### src/rtl/sng_lfsr_tx_if.sv
// Operand-load and bit-stream handshake bundle for sng_lfsr_tx.
// The seed-load pair is present only when SNG_SEED_ROT_EN is defined.
interface sng_lfsr_tx_if #(
    parameter int unsigned DATAWD = 8
);
    logic [DATAWD-1:0] iVal;
    logic              iValid;
    logic              oReady;
    logic              oBit;
    logic              oBitValid;
    logic              iBitReady;
    logic              oDone;
    logic              oBusy;
`ifdef SNG_SEED_ROT_EN
    logic              iSeedLd;
    logic [DATAWD-1:0] iSeed;
`endif

    modport slave (
`ifdef SNG_SEED_ROT_EN
        input  iSeedLd, iSeed,
`endif
        input  iVal, iValid, iBitReady,
        output oReady, oBit, oBitValid, oDone, oBusy
    );

    modport master (
`ifdef SNG_SEED_ROT_EN
        output iSeedLd, iSeed,
`endif
        output iVal, iValid, iBitReady,
        input  oReady, oBit, oBitValid, oDone, oBusy
    );
endinterface

### src/rtl/sng_lfsr_tx.sv
// Stochastic number generator: one operand in, 2^DATAWD-1 unipolar bits out with exactly
// iVal ones. Macro SNG_SEED_ROT_EN keeps the LFSR running across bursts and adds seed load.
module sng_lfsr_tx #(
    parameter int unsigned       DATAWD = 8,
    parameter logic [DATAWD-1:0] SEED   = {{(DATAWD-1){1'b0}}, 1'b1}
) (
    input  logic         clk,
    input  logic         rst_n,
    sng_lfsr_tx_if.slave bus
);
    typedef enum logic [0:0] {
        ST_IDLE = 1'b0,
        ST_RUN  = 1'b1
    } state_t;

    localparam logic [DATAWD-1:0] ONE_C    = {{(DATAWD-1){1'b0}}, 1'b1};
    localparam logic [DATAWD-1:0] ZERO_C   = {DATAWD{1'b0}};
    localparam logic [DATAWD-1:0] CNT_LAST = {{(DATAWD-1){1'b1}}, 1'b0};

    // Fibonacci feedback mask, bit k set for polynomial term x^(k+1).
    function automatic logic [DATAWD-1:0] tap_mask();
        logic [31:0] m;
        case (DATAWD)
            32'd4:   m = 32'h0000_000C;
            32'd5:   m = 32'h0000_0014;
            32'd6:   m = 32'h0000_0030;
            32'd7:   m = 32'h0000_0060;
            32'd8:   m = 32'h0000_00B8;
            32'd9:   m = 32'h0000_0110;
            32'd10:  m = 32'h0000_0240;
            32'd11:  m = 32'h0000_0500;
            32'd12:  m = 32'h0000_0829;
            32'd16:  m = 32'h0000_D008;
            default: m = 32'h0000_00B8;
        endcase
        return m[DATAWD-1:0];
    endfunction

    function automatic logic [DATAWD-1:0] nonzero(input logic [DATAWD-1:0] s);
        logic [DATAWD-1:0] r;
        if (s == ZERO_C) begin
            r = ONE_C;
        end else begin
            r = s;
        end
        return r;
    endfunction

    localparam logic [DATAWD-1:0] TAPS    = tap_mask();
    localparam logic [DATAWD-1:0] SEED_NZ = (SEED == ZERO_C) ? ONE_C : SEED;

    state_t            r_state;
    state_t            w_state_nxt;
    logic [DATAWD-1:0] r_lfsr;
    logic [DATAWD-1:0] r_val;
    logic [DATAWD-1:0] r_cnt;
    logic              r_done;
    logic              w_load;
    logic              w_xfer;
    logic              w_last;
    logic              w_ready;
    logic              w_bit_valid;
    logic              w_busy;
    logic [DATAWD-1:0] w_lfsr_step;

    assign w_load      = (r_state == ST_IDLE) && bus.iValid;
    assign w_xfer      = (r_state == ST_RUN) && bus.iBitReady;
    assign w_last      = w_xfer && (r_cnt == CNT_LAST);
    assign w_lfsr_step = {r_lfsr[DATAWD-2:0], ^(r_lfsr & TAPS)};

    // State register.
    always_ff @(posedge clk or negedge rst_n) begin
        if (!rst_n) begin
            r_state <= ST_IDLE;
        end else begin
            r_state <= w_state_nxt;
        end
    end

    // Next-state logic: a burst ends on the transfer of its last bit.
    always_comb begin
        w_state_nxt = r_state;
        case (r_state)
            ST_IDLE: begin
                if (w_load) begin
                    w_state_nxt = ST_RUN;
                end else begin
                    w_state_nxt = ST_IDLE;
                end
            end
            ST_RUN: begin
                if (w_last) begin
                    w_state_nxt = ST_IDLE;
                end else begin
                    w_state_nxt = ST_RUN;
                end
            end
            default: w_state_nxt = ST_IDLE;
        endcase
    end

    // Output decode from the state register.
    always_comb begin
        w_ready     = 1'b0;
        w_bit_valid = 1'b0;
        w_busy      = 1'b0;
        case (r_state)
            ST_IDLE: w_ready = 1'b1;
            ST_RUN: begin
                w_bit_valid = 1'b1;
                w_busy      = 1'b1;
            end
            default: w_ready = 1'b0;
        endcase
    end

    assign bus.oReady    = w_ready;
    assign bus.oBitValid = w_bit_valid;
    assign bus.oBusy     = w_busy;
    // The LFSR visits every nonzero state once per burst, so exactly r_val states satisfy this.
    assign bus.oBit      = w_bit_valid & (r_val >= r_lfsr);
    assign bus.oDone     = r_done;

    // Operand buffer, bit counter, done pulse and LFSR.
    always_ff @(posedge clk or negedge rst_n) begin
        if (!rst_n) begin
            r_val  <= ZERO_C;
            r_cnt  <= ZERO_C;
            r_done <= 1'b0;
            r_lfsr <= SEED_NZ;
        end else begin
            r_done <= w_last;
            if (w_load) begin
                r_val <= bus.iVal;
                r_cnt <= ZERO_C;
            end else if (w_xfer) begin
                r_cnt <= r_cnt + ONE_C;
            end
`ifdef SNG_SEED_ROT_EN
            if ((r_state == ST_IDLE) && bus.iSeedLd) begin
                r_lfsr <= nonzero(bus.iSeed);
            end else if (w_xfer) begin
                r_lfsr <= w_lfsr_step;
            end
`else
            if (w_load) begin
                r_lfsr <= SEED_NZ;
            end else if (w_xfer) begin
                r_lfsr <= w_lfsr_step;
            end
`endif
        end
    end
endmodule

### src/flat_wrapper.sv
// flat-port wrapper written by rule: the top's interface ports become plain ports
module sng_lfsr_tx_flat 
#(
    parameter int unsigned       DATAWD = 8,
    parameter logic [DATAWD-1:0] SEED   = {{(DATAWD-1){1'b0}}, 1'b1}
)
  (clk, rst_n, bus_iVal, bus_iValid, bus_iBitReady, bus_oReady, bus_oBit, bus_oBitValid, bus_oDone, bus_oBusy);
  sng_lfsr_tx_if #(.DATAWD(DATAWD)) bus_i ();
  input  logic clk;
  input  logic rst_n;
  input wire logic [$bits(bus_i.iVal)-1:0] bus_iVal;
  input wire logic [$bits(bus_i.iValid)-1:0] bus_iValid;
  input wire logic [$bits(bus_i.iBitReady)-1:0] bus_iBitReady;
  output wire logic [$bits(bus_i.oReady)-1:0] bus_oReady;
  output wire logic [$bits(bus_i.oBit)-1:0] bus_oBit;
  output wire logic [$bits(bus_i.oBitValid)-1:0] bus_oBitValid;
  output wire logic [$bits(bus_i.oDone)-1:0] bus_oDone;
  output wire logic [$bits(bus_i.oBusy)-1:0] bus_oBusy;
  assign bus_i.iVal = bus_iVal;
  assign bus_i.iValid = bus_iValid;
  assign bus_i.iBitReady = bus_iBitReady;
  assign bus_oReady = bus_i.oReady;
  assign bus_oBit = bus_i.oBit;
  assign bus_oBitValid = bus_i.oBitValid;
  assign bus_oDone = bus_i.oDone;
  assign bus_oBusy = bus_i.oBusy;
  sng_lfsr_tx #(.DATAWD(DATAWD), .SEED(SEED)) u_core (.clk(clk), .rst_n(rst_n), .bus(bus_i));
endmodule
### config.mk
export PLATFORM = sky130hd
export DESIGN_NAME = sng_lfsr_tx_flat
export DESIGN_NICKNAME = d
export VERILOG_FILES = /design/src/rtl/sng_lfsr_tx_if.sv /design/src/rtl/sng_lfsr_tx.sv /design/src/flat_wrapper.sv
export SDC_FILE = /design/constraint.sdc
export NUM_CORES = 1
export LEC_CHECK = 0
export BUFFER_PORTS_ARGS = -buffer_cell sky130_fd_sc_hd__buf_2
export CORE_ASPECT_RATIO = 1.1
export CORE_MARGIN = 2
export CORE_UTILIZATION = 42
export CTS_BUF_LIST = sky130_fd_sc_hd__clkbuf_16
export CTS_CLUSTER_SIZE = 10
export DETAILED_ROUTE_END_ITERATION = 8
export PLACE_DENSITY_LB_ADDON = 0.15
export SYNTH_ARGS = -nofsm -noshare
export SYNTH_HDL_FRONTEND = slang
export SYNTH_SLANG_ARGS = --single-unit
### constraint.sdc
create_clock -name clk -period 2 [get_ports clk]
set_input_delay 0.6 -clock clk [delete_from_list [all_inputs] [get_ports clk]]
set_output_delay 0.6 -clock clk [all_outputs]
set_load 0.02 [all_outputs]
==> results.toml, run 1 <==
[synth]
synth_top_family_by_area = "simple AND/OR/NAND/NOR gates"
synth.mux.area_fraction = 0
synth_ff_type = "dfrtp_1"
netlist_top_cells_count = "37 x nand2_1, 25 x dfrtp_1, 14 x o21ai_0"
synth_fp_nets = 156
synth_compound_gate_area_share = 0.121
yosysUniqueCellTypes = 26
synth_edf_count = 0
synth-adder-area-share = 0.0979
synth.yosys.seq_area_share = 0.510
synth_seq_cells = 26
synthTopCellsByArea = "dfrtp_1 49%, nand2_1 11%, ha_1 9.8%"
yosysMostFrequentCell = "nand2_1"
yosysWarnings = 0
synth_simple_gate_area_frac = 0.195
synthCells = 134
async_flop_share = 1.00
netlist_area_sq_um = 1280
yosys.area.top_type = "dfrtp_1"
syn_avg_cell_area_sq_um = 9.53
synth_top_area_frac = 0.490
synthXorXnorAreaFrac = 0.0206

[pwr]
pwr_density_cell_nw_per_um2 = 1130
power_switching_uw = 513
leakage_nw = 0.757
power_frac_seq = 0.420
clockPowerShare = 0.322
p_int_mw = 1.27
switching_share = 0.287
p_comb_frac = 0.258
ir_drop_v = 0.000691

[worst_setup_path]
crit_start = "u_core.r_lfsr[2]"
endpoint_kind = "output port"
worstPathArrival_ps = 1670
regToRegStartpoint = "u_core.r_state"
cp_max_fo = 2
worstSetupPathType = "flip-flop to output port"
crit_required_ps = 1400
cp-start-kind = "flip-flop"

[cts]
h-tree-depth = 1
clock_path_buffers = 2
clkLatencyLatePin_ps = 260
hold_buffers = 0
clock_sinks = 26
cts_tree = "built"
post_cts_buffers = 0
clkTransAtPathRegs_ps = 70
cts-root-buf = "clkbuf_16"
cts_inserted_buffers = 3

[routing]
antenna_left = 0
wl_mm = 2.55
wire_per_inst_um = 13.4
vias_per_cell = 5.20
via_count = 994
drt-initial-drc-count = 28
dr.pass1.iters = 4
drc = 0

[floorplanning]
die_w_um = 56.6
core-area_sq_um = 2970
dieArea_sq_um = 3500
ios = 17
die_h_um = 61.8
start_util = 0.430
num_rows = 21

[cells_and_area]
fin_cells = 191
nNetsFinal = 180
area_growth_pct = 23.6
layout-drive-gt1-share = 0.229
num_antenna_cells = 0

[placed_design]
place_inst = 187
io_buffers = 16
hpwl_mm = 1.85
routabilityCongestion = 0.743

[worst_hold_path]
hp-class = "primary input to asynchronous set/reset pin"

[sta]
rsz0062_at_grt = "yes"
period_minus_slack_ps = 2270
report.final.slew_viol_count = 0
setup_viol = 1
period_share = 1.14
skew_ps = 5.19
fin_ws_ps = -271
hold_viol = 0
hold_slack_ps = 337
timing.fmax_ghz = 0.440
slew-limit-headroom = 0.617
tightest_slew_ps = 574

[grt]
grt-ovfl-total = 0
grt_pass1_wl_mm = 4.53
track_usage = 0.169
antenna_found_initial = 0
grt_start_max_net_pins = 27
grt_pass1_vias = 952

[job]
cap_viol_max_count = 0

[status]
failed_checks = "setup timing"
status = "finished with violations"
cells in the final DEF (no fill, tap or decap):
cell       count
nand2_1       37
dfrtp_1       25
buf_2         15
o21ai_0       14
inv_1          9
ha_1           7
buf_4          7
nand3_1        5
o211ai_1       3
nor2_1         3
a21oi_1        3
xnor2_1        3
ha_4           3
clkbuf_16      3
inv_2          2
nor3_1         2
o31ai_1        2
nand4_1        2
a211oi_1       1
a2111oi_2      1
o21a_1         1
and3_1         1
and2_1         1
nor2b_1        1
nor2_4         1
a22o_1         1
nand4_4        1
bufinv_16      1
buf_6          1
dfstp_2        1
area by class of cell:
cell class | instances | area [sq um]
Multi-Input combinational cell | 93 | 599
Sequential cell | 26 | 652
Timing Repair Buffer | 23 | 139
Tap cell | 34 | 42.5
Clock inverter | 1 | 30.0
Inverter | 11 | 41.3
Clock buffer | 3 | 75.1
Fill cell | 279 | 1390
power groups by stage:
stage	clock network, mW	registers (mW)	logic, mW
detailed placement	0	0.749	0.403
finish	0.575	0.749	0.460
CTS	0.591	0.741	0.434
floorplan	0	0.736	0.260
global route	0.606	0.767	0.522
global placement	0	0.742	0.389
worst max-delay path, cell delays in order (launching register included):
cell       delay [ps]
dfrtp_1           390
inv_2              90
ha_4              210
a211oi_1          300
a2111oi_2         110
o21a_1            190
buf_6             130
state kept, by name, summed over array words and instances (netlist names):
signal / cells
u_core.bus.oDone: 1
u_core.r_cnt: 8
u_core.r_lfsr: 8
u_core.r_state: 1
u_core.r_val: 8
final timing paths:
check	to	slack (ps)	cells past startpoint
hold / removal	u_core.r_lfsr[7]	340	1
setup reg to reg	u_core.r_cnt[7]	500	4
min in group clk	u_core.r_val[7]	480	2
max in group asynchronous	u_core.r_lfsr[0]	1280	1
setup / recovery	bus_oBit	-270	6
hold reg to reg	u_core.r_val[7]	480	2
through the flow:
stage / TNS [ps] / cell area (sq um) / power [mW] / setup WS (ps) / util
final: -271 / 1580 / 1.78 / -271 / 0.532
after global routing: -363 / 1580 / 1.90 / -363 / 0.532
after CTS: -291 / 1550 / 1.77 / -291 / 0.522
after detailed placement: -106 / 1420 / 1.15 / -106 / 0.480
after global placement: -95.1 / 1420 / 1.13 / -95.1 / 0.480
after floorplan: 0 / 1280 / 0.996 / 28.4 / -
cells by family (layout without fill, tap and decap cells):
family          Yosys count  count (layout)
flops                    26              26
simple gates             54              54
buf+inv                  15              38
fa+ha+maj                10              10
xor+xnor                  3               3
compound gates           26              26
timing repair:
action                     4_1_cts  5_1_grt
gates resized for setup          5        4
gates cloned                     0        0
pin swaps                        3        0
setup endpoints to repair        1        1
layer usage:
layer | wire length, um | vias up | global-route usage
li1 | - | 497 | -
met1 | 1270 | 482 | 0.234
met2 | 1210 | 13 | 0.276
met3 | 53 | 2 | 0.0248
met4 | 19 | 0 | 0.0612
met5 | 0 | - | 0
No activity file was read; power rests on OpenSTA's default activity.
==> run 2, diff against run 1 <==
- PLACE_DENSITY: not set -> 0.72
- PLACE_DENSITY_LB_ADDON: 0.15 -> not set
- clock period: 2 -> 2.2 ns (I/O delays scaled with it)
==> results.toml, run 2 (same netlist as run 1, synthesis figures left out) <==
[sta]
period_minus_slack_ps = 2330
setup_viol = 1
tightest_slew_ps = 849
rsz0062_at_grt = "yes"
slew-limit-headroom = 0.433
timing.fmax_ghz = 0.428
period_share = 1.06
hold_slack_ps = 393
fin_ws_ps = -135
report.final.slew_viol_count = 0
hold_viol = 0
fin_setup_tns_ps = -135
skew_ps = 3.95

[grt]
met2_usage = 0.291
grt_pass1_vias = 1035
grt_pass1_wl_mm = 4.45
busiest_layer = "met2"
track_usage = 0.167
grt_util_met3 = 0.0186
grt_start_max_net_pins = 27
grt-ovfl-total = 0
antenna_found_initial = 0
grtUsageMet1 = 0.202

[cts]
h-tree-depth = 1
clkTransAtPathRegs_ps = 60
clock_path_buffers = 2
clkLatencyLatePin_ps = 260
cts_tree = "built"
clock_sinks = 26
cts_inserted_buffers = 3
cts-root-buf = "clkbuf_16"

[routing]
via_count = 996
dr.pass1.iters = 4
drt-initial-drc-count = 29
vias_per_cell = 5.30
drc = 0
antenna_left = 0
wl_mm = 2.62
wire_per_inst_um = 13.9

[floorplanning]
dieArea_sq_um = 3500
die_h_um = 61.8
ios = 17
start_util = 0.430
die_w_um = 56.6
core-area_sq_um = 2970
num_rows = 21

[placed_design]
routabilityCongestion = 0.823
io_buffers = 16
hpwl_mm = 1.88
placed_cell_area_sq_um = 1390
place_inst = 182
place_worst_setup_slack_ps = 43.6

[worst_setup_path]
reg2regPathDepth = 3
crit_required_ps = 1540
worstSetupPathType = "flip-flop to output port"
endpoint_kind = "output port"
cp-start-kind = "flip-flop"
cp-endpoint = "bus_oBit"
reg2reg_setup_slack_ps = 530
cp_max_fo = 2
regToRegStartpoint = "u_core.r_state"
worstPathArrival_ps = 1670
crit_start = "u_core.r_val[1]"
worstReg2RegEnd = "u_core.r_lfsr[1]"

[worst_hold_path]
hp-class = "primary input to asynchronous set/reset pin"

[pwr]
pwr_density_cell_nw_per_um2 = 1050
ir_drop_v = 0.000569
leakage_nw = 0.742
p_total_mw = 1.64

[status]
failed_checks = "setup timing"
status = "finished with violations"

[cells_and_area]
area_growth_pct = 22.2
final_cell_mix = "37 x nand2_1, 25 x dfrtp_1, 15 x buf_2, 14 x o21ai_0, 9 x inv_1"
finish.utilization = 0.526
num_antenna_cells = 0
fin_area_sq_um = 1560
top_regs = "u_core.r_cnt x8, u_core.r_lfsr x8, u_core.r_val x8"
layout-drive-gt1-share = 0.221
final_common_cell = "nand2_1"
fin_cells = 188
nNetsFinal = 177

[job]
cap_viol_max_count = 0
[run 2: cell types whose count changed in the layout (fill, tap and decap cells not counted), sizes merged]
cell,delta
buf,-3
[run 2: layout make-up]
| type | count | area [sq um] |
|---|---|---|
| clock inverter | 1 | 30.0 |
| multi-input combinational | 93 | 604 |
| timing repair buffer | 20 | 116 |
| sequential | 26 | 652 |
| tap | 34 | 42.5 |
| inverter | 11 | 41.3 |
| clock buffer | 3 | 75.1 |
| fill | 268 | 1410 |
[run 2: how the worst min path moves through the flow]
stage,to,cells past startpoint
after global placement,u_core.r_lfsr[2],2
after detailed placement,u_core.r_lfsr[6],2
after CTS,u_core.r_val[6],1
after floorplan,u_core.bus.oDone,0
after global routing,u_core.r_val[6],1
final,u_core.r_val[5],1
[run 2: metal layers]
layer / routed length [um] / vias to the layer above
met1: 1140 / 481
li1: - / 489
met4: 73 / 0
met2: 1350 / 19
met5: 0 / -
met3: 61 / 7
[run 2: timing repair]
action                     4_1_cts  5_1_grt
resized for setup               10        0
setup buffers                    2        0
pin swaps                        5        1
hold buffers                     0        0
setup endpoints to repair        1        1
[run 2: power by group]
part	leakage, nW	internal [mW]	switching, mW
Clock	0.0511	0.362	0.168
Sequential	0.326	0.586	0.100
Combinational	0.365	0.203	0.216
[run 2: critical path: stages (launching register included)]
cell and delay (ps):
dfrtp_1 420, ha_4 280, o211ai_1 110, a2111oi_2 320, o21a_1 180, buf_6 120
==> run 3, diff against run 2 <==
- CORE_UTILIZATION: 42 -> 40
- PLACE_DENSITY: 0.72 -> 0.7
==> results.toml, run 3 (same netlist as run 1, synthesis figures left out) <==
[status]
status = "finished with violations"
failed_checks = "setup timing"

[cells_and_area]
nNetsFinal = 175
num_antenna_cells = 0
final_cell_mix = "37 x nand2_1, 25 x dfrtp_1, 15 x buf_2, 14 x o21ai_0, 10 x inv_1"
finish.utilization = 0.507
layout-drive-gt1-share = 0.204
final_common_cell = "nand2_1"
area_growth_pct = 21.1
top_regs = "u_core.r_cnt x8, u_core.r_lfsr x8, u_core.r_val x8"
fin_area_sq_um = 1550

[worst_setup_path]
crit_start = "u_core.r_val[2]"
cp-endpoint = "bus_oBit"
worstReg2RegEnd = "u_core.r_cnt[7]"
crit_required_ps = 1540
worstSetupPathType = "flip-flop to output port"
regToRegStartpoint = "u_core.r_state"
reg2reg_setup_slack_ps = 700
reg2regPathDepth = 4
cp-start-kind = "flip-flop"
worst-path-buf-inv = 1
cp_cell_sequence = "ha_4, o211ai_1, a2111oi_2, o21a_1, buf_6"
cp_max_fo = 2
worstPathArrival_ps = 1720
path_depth = 5
critPathSlowestCell = "dfrtp_1"
endpoint_kind = "output port"
worst_path_dominant_cell_family = "compound AO/OA/AOI/OAI gates"
max_stage_delay_ps = 420

[routing]
wire_per_inst_um = 14.1
via_count = 992
vias_per_cell = 5.33
dr.pass1.iters = 4
drt-initial-drc-count = 19
wl_mm = 2.62
drc = 0
antenna_left = 0

[sta]
period_minus_slack_ps = 2380
fin_ws_ps = -182
hold_viol = 0
timing.fmax_ghz = 0.420
rsz0062_at_grt = "yes"
period_share = 1.08
report.final.slew_viol_count = 0
setup_viol = 1
hold_slack_ps = 392
skew_ps = 0.986
tightest_slew_ps = 578
slew-limit-headroom = 0.615

[floorplanning]
start_util = 0.419
dieArea_sq_um = 3660
die_h_um = 63.3
die_w_um = 57.9
core-area_sq_um = 3050
num_rows = 21
ios = 17

[pwr]
p_int_mw = 1.13
leakage_nw = 0.733
power_frac_seq = 0.430
ir_drop_v = 0.000642
switching_share = 0.294
p_comb_frac = 0.241
pwr_density_cell_nw_per_um2 = 1030
clockPowerShare = 0.329
power_switching_uw = 470

[worst_hold_path]
hp-class = "primary input to asynchronous set/reset pin"

[grt]
grt_start_max_net_pins = 27
track_usage = 0.164
grt_pass1_wl_mm = 4.63
grt_pass1_vias = 1051
antenna_found_initial = 0
grt-ovfl-total = 0

[placed_design]
routabilityCongestion = 0.790
io_buffers = 16
place_worst_setup_slack_ps = 41.9
placed_cell_area_sq_um = 1390
hpwl_mm = 1.76

[cts]
clkLatencyLatePin_ps = 260
clock_sinks = 26
clock_path_buffers = 2
cts-root-buf = "clkbuf_16"
hold_buffers = 0
h-tree-depth = 1
post_cts_buffers = 0
cts_inserted_buffers = 3
clkTransAtPathRegs_ps = 60
cts_tree = "built"

[job]
cap_viol_max_count = 0
## run 3: what timing repair did
action | in CTS | in global routing
gates resized for setup | 7 | 2
setup endpoints to repair | 1 | 1
pin swaps | 4 | 0
## run 3: power groups by stage
stage	logic (mW)	registers [mW]	clock network [mW]
after detailed placement	0.318	0.692	0
after floorplan	0.236	0.669	0
after global placement	0.307	0.680	0
final	0.384	0.687	0.526
after global routing	0.439	0.706	0.552
after CTS	0.373	0.685	0.528
## run 3: cell type report
cell class,instances,area [sq um]
Fill cell,280,1500
Inverter,11,41.3
Clock buffer,3,75.1
Tap cell,34,42.5
Clock inverter,1,30.0
Sequential cell,26,652
Multi-Input combinational cell,93,604
Timing Repair Buffer,18,101
## run 3: worst min-delay path by stage
| stage | start | to | slack [ps] | cells past startpoint |
|---|---|---|---|---|
| finish | rst_n | u_core.r_val[3] | 390 | 1 |
| global route | rst_n | u_core.r_val[4] | 430 | 1 |
| CTS | rst_n | u_core.r_val[3] | 420 | 1 |
| detailed placement | u_core.r_cnt[5] | u_core.r_cnt[5] | 480 | 1 |
| global placement | u_core.r_cnt[5] | u_core.r_cnt[5] | 460 | 1 |
| floorplan | rst_n | u_core.bus.oDone | 360 | 0 |
## run 3: routing by layer
layer	GRT usage	wire (um)	vias up
li1	-	-	487
met1	0.189	1090	486
met2	0.291	1410	14
met3	0.0370	84	5
met4	0.0610	38	0
met5	0	0	-
## run 3: through the flow
stage	setup TNS, ps	power, mW	std cells
floorplan	0	0.905	134
global placement	0	0.986	182
detailed placement	0	1.01	182
CTS	-142	1.59	186
global route	-260	1.70	186
finish	-182	1.60	186
